### src/rtl/tdc_edge_decoder.sv
// Three-stage thermometer-to-binary decoder for one TDC delay-line column.
// Finds the highest bubble-filtered transition and flags missing/multiple edges.
module tdc_edge_decoder #(
  parameter int unsigned NUM_FF        = 64,
  parameter int unsigned BITS_DECO     = 8,
  parameter int unsigned FILTER_LEN    = 4,
  parameter int unsigned SEARCH_MARGIN = 20,
  parameter int unsigned ERR_W         = 16
) (
  input  logic                 clk,
  input  logic                 rst,
  input  logic [NUM_FF-1:0]    wTapsIn,
  input  logic                 wSampleValid,
  input  logic                 wEdgeMode,
  input  logic                 wErrClr,
  output logic [BITS_DECO-1:0] wBinOut,
  output logic                 wBinValid,
  output logic                 wNoEdge,
  output logic                 wMultiEdge,
  output logic [ERR_W-1:0]     wErrCount
);

  localparam int unsigned NumSearch = NUM_FF - SEARCH_MARGIN;

  // Stage 1: capture
  logic [NUM_FF-1:0] taps_q;
  logic              mode_q;
  logic              s1_valid_q;

  always_ff @(posedge clk) begin
    if (rst) begin
      taps_q     <= '0;
      mode_q     <= 1'b0;
      s1_valid_q <= 1'b0;
    end else begin
      taps_q     <= wTapsIn;
      mode_q     <= wEdgeMode;
      s1_valid_q <= wSampleValid;
    end
  end

  // Stage 2: match vector; falling mode reuses the rising matcher on the inverted line
  logic [NUM_FF-1:0]    line;
  logic [NumSearch-1:0] match_d;
  logic [NumSearch-1:0] match_q;
  logic                 s2_valid_q;

  assign line = mode_q ? ~taps_q : taps_q;

  for (genvar g = 0; g < NumSearch; g++) begin : g_match
    assign match_d[g] = ~line[g] & (&line[g+1 +: FILTER_LEN]);
  end

  always_ff @(posedge clk) begin
    if (rst) begin
      match_q    <= '0;
      s2_valid_q <= 1'b0;
    end else begin
      match_q    <= match_d;
      s2_valid_q <= s1_valid_q;
    end
  end

  // Stage 3: highest-index priority encode plus zero/many detection
  logic [BITS_DECO-1:0] bin_d;
  logic                 any_d;
  logic                 multi_d;

  always_comb begin
    bin_d   = '0;
    any_d   = 1'b0;
    multi_d = 1'b0;
    for (int unsigned i = 0; i < NumSearch; i++) begin
      if (match_q[i]) begin
        multi_d = multi_d | any_d;
        any_d   = 1'b1;
        bin_d   = BITS_DECO'(i + 1);
      end
    end
  end

  logic [BITS_DECO-1:0] bin_q;
  logic                 no_edge_q;
  logic                 multi_edge_q;
  logic                 bin_valid_q;

  always_ff @(posedge clk) begin
    if (rst) begin
      bin_q        <= '0;
      no_edge_q    <= 1'b0;
      multi_edge_q <= 1'b0;
      bin_valid_q  <= 1'b0;
    end else begin
      bin_valid_q <= s2_valid_q;
      // Results hold while no sample is in the stage
      if (s2_valid_q) begin
        bin_q        <= bin_d;
        no_edge_q    <= ~any_d;
        multi_edge_q <= multi_d;
      end
    end
  end

  // Saturating error counter; clear beats a coincident error
  logic [ERR_W-1:0] err_q;
  logic             err_event;

  assign err_event = bin_valid_q & (no_edge_q | multi_edge_q);

  always_ff @(posedge clk) begin
    if (rst) begin
      err_q <= '0;
    end else if (wErrClr) begin
      err_q <= '0;
    end else if (err_event && (err_q != {ERR_W{1'b1}})) begin
      err_q <= err_q + 1'b1;
    end
  end

  assign wBinOut    = bin_q;
  assign wBinValid  = bin_valid_q;
  assign wNoEdge    = no_edge_q;
  assign wMultiEdge = multi_edge_q;
  assign wErrCount  = err_q;

endmodule

### config.mk
export PLATFORM = sky130hd
export DESIGN_NAME = tdc_edge_decoder
export DESIGN_NICKNAME = d
export VERILOG_FILES = /design/src/rtl/tdc_edge_decoder.sv
export SDC_FILE = /design/constraint.sdc
export NUM_CORES = 1
export LEC_CHECK = 0
export BUFFER_PORTS_ARGS = -buffer_cell sky130_fd_sc_hd__buf_2
export CORE_ASPECT_RATIO = 1.25
export CORE_MARGIN = 8
export CORE_UTILIZATION = 51
export DETAILED_ROUTE_END_ITERATION = 7
export GPL_TIMING_DRIVEN = 1
export PLACE_DENSITY = 0.86
export SLEW_MARGIN = 40
export SYNTH_ARGS = -nofsm -noshare
export SYNTH_HDL_FRONTEND = slang
export SYNTH_SLANG_ARGS = --single-unit
### constraint.sdc
create_clock -name clk -period 2.65 [get_ports clk]
set_clock_uncertainty 0.1 [all_clocks]
set_input_delay 0.53 -clock clk [delete_from_list [all_inputs] [get_ports clk]]
set_output_delay 0.53 -clock clk [all_outputs]
set_load 0.02 [all_outputs]
==> out/summary.txt <==
Clock Pin Slew Worst Setup and Hold Paths = 50 ps
Worst Setup End Kind = register
GPL Wtd Cong = 0.9157
Ys async rst share = 0%
Layout cell share with drive strength beyond 1 = 17.48%
Cell row count = 43
IO Port Bufs = 77
CP Launch Type = register
Critical Path Fanout Max = 4
Fill cell count = 955
Total number of yosys warnings = 0
Leakage = 2.811 nW
Vias in the first global route = 4,710
Critical path class = register to register
Sequential fraction of the synthesis area = 42.28%
Worst Tran Pin Value = 727.0 ps
Yosys top cell area share = 42.28%
Distinct cell type count after synthesis = 58
Number of max-slew violations in the final report = 0
Total power = 4.523 mW
Clk_lat worst skew = 410 ps
1st-pass router iterations = 5
Total detailed-routing wirelength = 12,930 um
Top_reg_cell synth = dfxtp_1
H-tree Lvls = 4
PwrDens = 655.6 mW/mm^2
GRT overflow = 0
Syn Area/Cell = 7.902 um^2
Area growth, synth to finish = 21.43%
Cell family with most CP delay = simple AND/OR/NAND/NOR gates
Clock period minus worst slack = 2573 ps
Die extent in y = 134.0 um
Post-Syn Area = 0.005682 mm^2
Internal power = 3.522 mW
Initial cell density of the core = 51.77%
Max-Cap Viols = 0
Status = completed
Vias = 5,257
Avg WL per Cell = 13.57 um
Most frequent cells in the layout = nor2_1, dfxtp_1, buf_2
Final setup viols = 0
CTS Root Cell = clkbuf_16
TritonCTS clock tree = built
Final period util = 97.09%
Clk pwr share = 49.6%
CP required = 2830 ps
Final net count = 876
Critical path's slowest cell = or4_4
Clk sink count = 120
Number of diodes = 0
Max incr delay on CP = 580 ps
Most common cell after layout, fill and taps aside = nor2_1
Worst endpoint data arrival time = 2760 ps
CTS Hold Bufs = 0
Final worst slack = 77.19 ps
Largest net degree at the start of global routing = 55
Peak supply drop = 0.4203 mV
Switching Fraction = 22.13%
Clock Tree Buf Depth = 2
Setup WS pre-CTS = 69.34 ps
DRC = 0
#FFs+latches synth = 120
First-pass GRT wire length = 21,300 um
Area contributors post-synth = dfxtp_1, nor2_1, nor2b_1, a21oi_1, nand2_1
Antenna violations before repair = 0
Number of synthesized flops with an enable pin = 0
I/O pin count = 96
Antenna viol nets, final = 0
NetSw = 1.001 mW
Die area = 0.01479 mm^2
Final Hold Viols = 0
Slew headroom = 51.53%
Flop pwr share = 42.8%
Vias/cell = 5.516
CP bufs+invs = 0
Crit-path cells = or4_4, nor4_4, nand2_2, or4_1, maj3_2, o22ai_1, a31oi_1
Cts bufs inserted = 17
Core box area = 0.01098 mm^2
Hold crit path type = input pin to register
DP HPWL = 8626 um
Gr usage total = 17.03%
Combinational share of power = 7.6%
Chip width = 110.4 um
Fmax = 388.7 MHz
Post-Syn Instances = 719
Cell taking the most area after synthesis = dfxtp_1
R2r setup slk = 80 ps
Initial DRC count = 405
[cell families (layout without fill, tap and decap cells)]
family | after synthesis | after routing | synth area share, %
buffers and inverters | 41 | 139 | 2.973
xor gates and xnor gates | 22 | 22 | 3.391
AOI/OAI and AO/OA | 130 | 130 | 13.72
muxes | 1 | 1 | 0.1762
other | 1 | 2 | 0.06600
and+or+nand+nor | 400 | 400 | 36.62
DFF | 120 | 120 | 42.28
adders and majority gates | 4 | 4 | 0.7707
[synth_stat cells, types with 12 or more instances]
| library cell | count |
|---|---|
| nor4_1 | 13 |
| nor4bb_1 | 15 |
| o21ai_0 | 20 |
| inv_1 | 12 |
| dfxtp_1 | 120 |
| nand2b_1 | 14 |
| nand2_1 | 57 |
| nor3_1 | 31 |
| nor2_1 | 143 |
| nor2b_1 | 57 |
| clkbuf_1 | 24 |
| xor2_1 | 14 |
| a21oi_1 | 60 |
[power groups by stage]
stage | clock [mW] | combinational [mW] | sequential, mW
after floorplan | 0 | 0.240 | 1.95
after global placement | 0 | 0.320 | 1.97
after detailed placement | 0 | 0.328 | 1.97
after CTS | 2.28 | 0.335 | 1.93
after global routing | 2.37 | 0.384 | 1.94
final | 2.24 | 0.343 | 1.94
[flip-flops by register name, summed over array words and instances, names as in the netlist]
signal,cells
wBinOut,6
wMultiEdge,1
wBinValid,1
s1_valid_q,1
s2_valid_q,1
wErrCount,16
wNoEdge,1
mode_q,1
taps_q,48
match_q,44
[per-layer routing]
metal  track usage, %  wire [um]  up-vias
met4            7.374        298        0
li1                 -          -     2694
met5                0          0        -
met3            5.407        700       32
met1            18.76       5534     2346
met2            29.40       6395      185
[stage by stage]
step	util [%]	hold WS [ps]	cells	setup TNS, ps	cell area, um^2
after global placement	57.19	332.5	921	0	6277
final	62.86	225.7	953	0	6899
after global routing	62.86	220.6	953	-22.23	6899
after detailed placement	57.19	328.5	921	0	6277
after CTS	62.60	217.0	952	0	6870
after floorplan	-	313.8	720	0	5685
[final cells by class]
cell class	count	area [um^2]	area share, %
flip-flops and latches	120	2404	34.84
inverters	12	45.04	0.6529
well taps	135	168.9	2.448
repair buffers	96	553.0	8.016
clock inverters	7	91.34	1.324
multi-input cells	559	3136	45.45
clock buffers	24	501.7	7.272
[timing repair]
action / CTS / global route
buffers inserted: 0 / 1
endpoints found under the setup margin: 0 / 1
resized for setup: 0 / 4
[path summary, 6_finish.rpt]
path | to | start | cells after the start
setup reg to reg | wMultiEdge | match_q[14] | 7
hold reg to reg | s2_valid_q | s1_valid_q | 1
hold / removal | taps_q[38] | wTapsIn[38] | 2
setup / recovery | wMultiEdge | match_q[14] | 7
[worst reg2reg max path, delay by kind of cell (launching register included)]
kind	cells	cell delay, ps
DFF	1	340
and+or+nand+nor	4	1460
adders and majority gates	1	310
AOI/OAI and AO/OA	2	230
No activity file was read; power rests on OpenSTA's default activity.
